`config.mk`:
```
export PLATFORM = sky130hd
export DESIGN_NAME = tdm_demux32_flat
export DESIGN_NICKNAME = d
export VERILOG_FILES = /design/src/rtl/tdm_demux32_if.sv /design/src/rtl/tdm_demux32.sv /design/src/flat_wrapper.sv
export SDC_FILE = /design/constraint.sdc
export NUM_CORES = 1
export LEC_CHECK = 0
export CELL_PAD_IN_SITES_DETAIL_PLACEMENT = 1
export CELL_PAD_IN_SITES_GLOBAL_PLACEMENT = 2
export CORE_ASPECT_RATIO = 1.5
export CORE_UTILIZATION = 41
export CTS_BUF_LIST = sky130_fd_sc_hd__clkbuf_16
export DETAILED_ROUTE_END_ITERATION = 6
export GPL_ROUTABILITY_DRIVEN = 0
export MAX_ROUTING_LAYER = met4
export PLACE_DENSITY = 0.89
export SLEW_MARGIN = 40
export SYNTH_ARGS = -nofsm -noshare
export SYNTH_HDL_FRONTEND = slang
export SYNTH_SLANG_ARGS = --single-unit
```
`constraint.sdc`:
```
create_clock -name clk -period 4.6 [get_ports clk]
set_clock_uncertainty 0.1 [all_clocks]
set_input_delay 1.38 -clock clk [delete_from_list [all_inputs] [get_ports clk]]
set_output_delay 1.38 -clock clk [all_outputs]
set_load 0.02 [all_outputs]
```
`src/rtl/tdm_demux32_if.sv`:
```
// Bundle of the stream input and parallel lane outputs of the 32-lane TDM demultiplexer.
// The master modport is the stream source and lane consumer; the slave modport is the demux itself.
interface tdm_demux32_if #(
  parameter int N = 1
);
  logic         ena;
  logic         in_valid;
  logic         in_sof;
  logic [N-1:0] in_data;

  logic [N-1:0] out00, out01, out02, out03, out04, out05, out06, out07;
  logic [N-1:0] out08, out09, out10, out11, out12, out13, out14, out15;
  logic [N-1:0] out16, out17, out18, out19, out20, out21, out22, out23;
  logic [N-1:0] out24, out25, out26, out27, out28, out29, out30, out31;

  logic         frame_valid;
  logic         frame_error;
  logic [4:0]   lane;

  modport master (
    output ena, in_valid, in_sof, in_data,
    input  out00, out01, out02, out03, out04, out05, out06, out07,
    input  out08, out09, out10, out11, out12, out13, out14, out15,
    input  out16, out17, out18, out19, out20, out21, out22, out23,
    input  out24, out25, out26, out27, out28, out29, out30, out31,
    input  frame_valid, frame_error, lane
  );

  modport slave (
    input  ena, in_valid, in_sof, in_data,
    output out00, out01, out02, out03, out04, out05, out06, out07,
    output out08, out09, out10, out11, out12, out13, out14, out15,
    output out16, out17, out18, out19, out20, out21, out22, out23,
    output out24, out25, out26, out27, out28, out29, out30, out31,
    output frame_valid, frame_error, lane
  );
endinterface

```
`src/rtl/tdm_demux32.sv`:
```
// Receive end of the 32:1 TDM path: collects one sample per beat into a shadow bank and
// publishes all 32 lanes at once when beat 31 arrives, so consumers never see a partial frame.
module tdm_demux32 #(
  parameter int N = 1
) (
  input  logic         clk,
  input  logic         rst,
  tdm_demux32_if.slave bus
);

  typedef enum logic {
    IDLE,
    FILL
  } state_t;

  state_t       state_q;
  logic [4:0]   lane_q;
  logic [N-1:0] shadow_q [31];
  logic [N-1:0] out_q    [32];
  logic         frameValid_q;
  logic         frameError_q;
  logic         beat;

  assign beat = bus.ena && bus.in_valid;

  // Single FSM: pulses default low on every edge (including ena=0 edges), a sof beat always
  // restarts at lane 0, and the final beat is written straight to out31 while the rest come
  // from the shadow bank, so the whole frame lands on one edge.
  always_ff @(posedge clk or posedge rst) begin
    if (rst) begin
      state_q      <= IDLE;
      lane_q       <= 5'd0;
      frameValid_q <= 1'b0;
      frameError_q <= 1'b0;
      for (int i = 0; i < 31; i++) shadow_q[i] <= '0;
      for (int i = 0; i < 32; i++) out_q[i] <= '0;
    end else begin
      frameValid_q <= 1'b0;
      frameError_q <= 1'b0;
      if (beat) begin
        if (bus.in_sof) begin
          if (state_q == FILL) frameError_q <= 1'b1;
          shadow_q[0] <= bus.in_data;
          lane_q      <= 5'd1;
          state_q     <= FILL;
        end else if (state_q == FILL) begin
          if (lane_q == 5'd31) begin
            for (int i = 0; i < 31; i++) out_q[i] <= shadow_q[i];
            out_q[31]    <= bus.in_data;
            frameValid_q <= 1'b1;
            lane_q       <= 5'd0;
            state_q      <= IDLE;
          end else begin
            shadow_q[lane_q] <= bus.in_data;
            lane_q           <= lane_q + 5'd1;
          end
        end
      end
    end
  end

  assign bus.frame_valid = frameValid_q;
  assign bus.frame_error = frameError_q;
  assign bus.lane        = lane_q;

  assign bus.out00 = out_q[0];
  assign bus.out01 = out_q[1];
  assign bus.out02 = out_q[2];
  assign bus.out03 = out_q[3];
  assign bus.out04 = out_q[4];
  assign bus.out05 = out_q[5];
  assign bus.out06 = out_q[6];
  assign bus.out07 = out_q[7];
  assign bus.out08 = out_q[8];
  assign bus.out09 = out_q[9];
  assign bus.out10 = out_q[10];
  assign bus.out11 = out_q[11];
  assign bus.out12 = out_q[12];
  assign bus.out13 = out_q[13];
  assign bus.out14 = out_q[14];
  assign bus.out15 = out_q[15];
  assign bus.out16 = out_q[16];
  assign bus.out17 = out_q[17];
  assign bus.out18 = out_q[18];
  assign bus.out19 = out_q[19];
  assign bus.out20 = out_q[20];
  assign bus.out21 = out_q[21];
  assign bus.out22 = out_q[22];
  assign bus.out23 = out_q[23];
  assign bus.out24 = out_q[24];
  assign bus.out25 = out_q[25];
  assign bus.out26 = out_q[26];
  assign bus.out27 = out_q[27];
  assign bus.out28 = out_q[28];
  assign bus.out29 = out_q[29];
  assign bus.out30 = out_q[30];
  assign bus.out31 = out_q[31];

endmodule

```
`src/flat_wrapper.sv`:
```
// flat-port wrapper written by rule: the top's interface ports become plain ports
module tdm_demux32_flat 
#(
  parameter int N = 1
)
  (clk, rst, bus_ena, bus_in_valid, bus_in_sof, bus_in_data, bus_out00, bus_out01, bus_out02, bus_out03, bus_out04, bus_out05, bus_out06, bus_out07, bus_out08, bus_out09, bus_out10, bus_out11, bus_out12, bus_out13, bus_out14, bus_out15, bus_out16, bus_out17, bus_out18, bus_out19, bus_out20, bus_out21, bus_out22, bus_out23, bus_out24, bus_out25, bus_out26, bus_out27, bus_out28, bus_out29, bus_out30, bus_out31, bus_frame_valid, bus_frame_error, bus_lane);
  tdm_demux32_if #(.N(N)) bus_i ();
  input  logic clk;
  input  logic rst;
  input wire logic [$bits(bus_i.ena)-1:0] bus_ena;
  input wire logic [$bits(bus_i.in_valid)-1:0] bus_in_valid;
  input wire logic [$bits(bus_i.in_sof)-1:0] bus_in_sof;
  input wire logic [$bits(bus_i.in_data)-1:0] bus_in_data;
  output wire logic [$bits(bus_i.out00)-1:0] bus_out00;
  output wire logic [$bits(bus_i.out01)-1:0] bus_out01;
  output wire logic [$bits(bus_i.out02)-1:0] bus_out02;
  output wire logic [$bits(bus_i.out03)-1:0] bus_out03;
  output wire logic [$bits(bus_i.out04)-1:0] bus_out04;
  output wire logic [$bits(bus_i.out05)-1:0] bus_out05;
  output wire logic [$bits(bus_i.out06)-1:0] bus_out06;
  output wire logic [$bits(bus_i.out07)-1:0] bus_out07;
  output wire logic [$bits(bus_i.out08)-1:0] bus_out08;
  output wire logic [$bits(bus_i.out09)-1:0] bus_out09;
  output wire logic [$bits(bus_i.out10)-1:0] bus_out10;
  output wire logic [$bits(bus_i.out11)-1:0] bus_out11;
  output wire logic [$bits(bus_i.out12)-1:0] bus_out12;
  output wire logic [$bits(bus_i.out13)-1:0] bus_out13;
  output wire logic [$bits(bus_i.out14)-1:0] bus_out14;
  output wire logic [$bits(bus_i.out15)-1:0] bus_out15;
  output wire logic [$bits(bus_i.out16)-1:0] bus_out16;
  output wire logic [$bits(bus_i.out17)-1:0] bus_out17;
  output wire logic [$bits(bus_i.out18)-1:0] bus_out18;
  output wire logic [$bits(bus_i.out19)-1:0] bus_out19;
  output wire logic [$bits(bus_i.out20)-1:0] bus_out20;
  output wire logic [$bits(bus_i.out21)-1:0] bus_out21;
  output wire logic [$bits(bus_i.out22)-1:0] bus_out22;
  output wire logic [$bits(bus_i.out23)-1:0] bus_out23;
  output wire logic [$bits(bus_i.out24)-1:0] bus_out24;
  output wire logic [$bits(bus_i.out25)-1:0] bus_out25;
  output wire logic [$bits(bus_i.out26)-1:0] bus_out26;
  output wire logic [$bits(bus_i.out27)-1:0] bus_out27;
  output wire logic [$bits(bus_i.out28)-1:0] bus_out28;
  output wire logic [$bits(bus_i.out29)-1:0] bus_out29;
  output wire logic [$bits(bus_i.out30)-1:0] bus_out30;
  output wire logic [$bits(bus_i.out31)-1:0] bus_out31;
  output wire logic [$bits(bus_i.frame_valid)-1:0] bus_frame_valid;
  output wire logic [$bits(bus_i.frame_error)-1:0] bus_frame_error;
  output wire logic [$bits(bus_i.lane)-1:0] bus_lane;
  assign bus_i.ena = bus_ena;
  assign bus_i.in_valid = bus_in_valid;
  assign bus_i.in_sof = bus_in_sof;
  assign bus_i.in_data = bus_in_data;
  assign bus_out00 = bus_i.out00;
  assign bus_out01 = bus_i.out01;
  assign bus_out02 = bus_i.out02;
  assign bus_out03 = bus_i.out03;
  assign bus_out04 = bus_i.out04;
  assign bus_out05 = bus_i.out05;
  assign bus_out06 = bus_i.out06;
  assign bus_out07 = bus_i.out07;
  assign bus_out08 = bus_i.out08;
  assign bus_out09 = bus_i.out09;
  assign bus_out10 = bus_i.out10;
  assign bus_out11 = bus_i.out11;
  assign bus_out12 = bus_i.out12;
  assign bus_out13 = bus_i.out13;
  assign bus_out14 = bus_i.out14;
  assign bus_out15 = bus_i.out15;
  assign bus_out16 = bus_i.out16;
  assign bus_out17 = bus_i.out17;
  assign bus_out18 = bus_i.out18;
  assign bus_out19 = bus_i.out19;
  assign bus_out20 = bus_i.out20;
  assign bus_out21 = bus_i.out21;
  assign bus_out22 = bus_i.out22;
  assign bus_out23 = bus_i.out23;
  assign bus_out24 = bus_i.out24;
  assign bus_out25 = bus_i.out25;
  assign bus_out26 = bus_i.out26;
  assign bus_out27 = bus_i.out27;
  assign bus_out28 = bus_i.out28;
  assign bus_out29 = bus_i.out29;
  assign bus_out30 = bus_i.out30;
  assign bus_out31 = bus_i.out31;
  assign bus_frame_valid = bus_i.frame_valid;
  assign bus_frame_error = bus_i.frame_error;
  assign bus_lane = bus_i.lane;
  tdm_demux32 #(.N(N)) u_core (.clk(clk), .rst(rst), .bus(bus_i));
endmodule
```
==> impl_results.md <==
- First-pass GRT wire length: 11410 µm
- Drt drc: 0
- Max VDD drop: 0.2816 mV
- Worst-margin pin slew: 677.8 ps
- TritonCTS Buffers: 9
- Utilization after layout: 52.66%
- Max-Cap Viols: 0
- F_max: 320.2 MHz
- Post-synthesis cell count: 232
- Post-synth top area share: 53.48%
- Cts repair resizes: 0
- Routed len/inst: 17.23 µm
- Xor/xnor share of the synthesized area: 0%
- Gr usage total: 18.99%
- Simple-Gate Fraction of Synth Area: 12.58%
- Synth Area in Compound Gates: 2.109%
- RSZ-0062 raised after global routing: false
- Cts hold-fix bufs: 0
- Synth Register Bits: 71
- Clock Pin Slew Worst Setup and Hold Paths: 50 ps
- PortBufs: 44
- Met1 Usage GRT: 23.99%
- Synth top cells by count: dfrtp_1, mux2_2, nand3_1
- Worst-path cell chain: clkdlybuf4s50_1
- Required time worst endpoint: 3120 ps
- Grt ovf: 0
- Crit-path max cell delay: 700 ps
- Post-synth EDFFs: 0
- Multi-input logic area: 1369 µm²
- Initial DRC Count: 64
- M3 GR Usage: 4.039%
- Leak: 1.955 nW
- Adder-cell share of the synthesized area: 1.883%
- Max reg flops: 31
- Count of different cell masters after synthesis: 36
- Setup crit start kind: flop
- Biggest register: u_core.shadow_q
- Synthesized area: 3322 µm²
- Grt peak-use layer: met2
- Diodes inserted: 0
- Area of the core: 7710 µm²
- Synth area leaders: dfrtp_1, mux2_4, mux2_2
- Starting Density: 43.09%
- Largest family of logic cells by synthesized area: multiplexers
- Fin Setup TNS: 0 ps
- PD cells: 434.3 nW/µm²
- Dpl cell area: 3746 µm²
- Crit Path Category: reg -> out
- Post-route clock period utilization: 67.89%
- CP max stage cell: clkdlybuf4s50_1
- Die outline width: 75.50 µm
- Worst hold path type: reg -> reg
- Endpoint class of the critical path: output port
- Top Family by Delay on Critical Path: buffers and inverters
- Final hold vios: 0
- Filler cell count: 816
- Crit path buffers/inverters: 1
- Via-per-instance ratio: 5.139
- Area leader, netlist: dfrtp_1
- Slew Limit Fails: 0
- Total number of vias: 1958
- Largest net degree at the start of global routing: 34
- Initial antenna violation count: 0
- Hold WS: 403.9 ps
- CP arrival: 1640 ps
- Top-level I/O count: 45
- CP Max Fanout: 14
- Pre-CTS setup slack: 1137 ps
- Detail Route Antenna Nets: 0
- Syn Nets: 243
- Rel. slew slack: 54.75%
- Multiplexer share of the synthesized area: 24.63%
- Asr flop ratio synth: 100.0%
- Avg Inst Size Synth: 14.32 µm²
- Post-CTS setup buffer count: 0
- Worst setup margin: 1477 ps
- Die span in y: 112.2 µm
- R2r setup slk: 1920 ps
- Status: finished, final reports clean
- Root buf cell: clkbuf_16
- Clock Sinks: 71
- Fraction of layout cells with a size suffix above 1: 32.26%
- Final Cell Area: 4060 µm²
- Ys flop type: dfrtp_1
- Drt pass-1 iters: 4
- Row count: 39
- Worst-case clock buffer depth: 2
- Layout area overhead: 22.22%
- Detailed Place HPWL: 4400 µm
- Vias in the first global route: 2165
- Worst-skew pair later-pin latency: 330 ps
- Most numerous cell in the Yosys netlist: dfrtp_1
- Synth warn: 0
- Final min period: 3123 ps
- Die area: 8474 µm²
- Total wire length: 6564 µm
- Nets@finish: 285
- H-tree depth: 3
- CTS tree: built
- Register Area: 1777 µm²
- Final setup violation count: 0
- Sequential fraction of the synthesis area: 53.48%
- Met2 usage: 28.51%
## logic make-up after synthesis
family | count (synthesis)
AND/OR/NAND/NOR | 62
AO/OA/AOI/OAI | 11
multiplexers | 63
buffers and inverters | 20
adder cells (fa/ha/maj) | 5
flip-flops | 71
## through the flow
step	total power [W]	instances
3_3_place_gp	0.001036	365
6_report	0.001763	381
5_1_grt	0.001837	381
2_1_floorplan	0.0009523	232
3_5_place_dp	0.001053	365
4_1_cts	0.001787	381
## cell usage in the layout (no fill, tap or decap), types with 2 or more instances in the layout
cell type and count:
a21oi_1 2, and2_1 2, and3_1 2, and3b_1 3
buf_4 3, bufinv_16 2, clkbuf_16 9, clkdlybuf4s50_1 43
dfrtp_1 71, ha_1 5, inv_1 4, mux2_2 34
mux2_4 29, nand2_1 3, nand3_1 32, nor2_1 2
nor2b_1 3, nor3_1 2, nor3b_2 2, nor3b_4 3
o21ai_0 4
## final timing paths
check / startpoint / endpoint / cells past startpoint
setup / recovery: u_core.bus.lane[2] / bus_lane[2] / 1
hold / removal: u_core.shadow_q[26] / u_core.bus.out04 / 1
setup reg to reg: u_core.bus.lane[0] / u_core.shadow_q[30] / 6
hold reg to reg: u_core.shadow_q[26] / u_core.bus.out04 / 1
min in group asynchronous: rst / u_core.shadow_q[4] / 2
max in group asynchronous: rst / u_core.shadow_q[10] / 3
## power breakdown
group / internal (W) / switching, W / total (W)
Combinational: 0.000127 / 0.000144 / 0.000271
Sequential: 0.000692 / 0.0000751 / 0.000767
Clock: 0.000470 / 0.000254 / 0.000725
Total: 0.00129 / 0.000474 / 0.00176
## final cells by class
type                    instances  share of cell area [%]
clock buffers                   9                   5.547
flip-flops and latches         71                   43.76
repair buffers                 47                   11.28
well taps                     102                   3.143
clock inverters                 7                   2.188
inverters                       4                  0.3698
multi-input cells             141                   33.71
## routing by layer
| layer | routed length (µm) | share of wire (%) | vias up |
|---|---|---|---|
| li1 | - | - | 908 |
| met3 | 168 | 2.6 | 8 |
| met1 | 2943 | 45 | 1006 |
| met5 | 0 | 0 | - |
| met2 | 3337 | 51 | 36 |
| met4 | 115 | 1.8 | 0 |
Power figures use the tool's default switching activity.
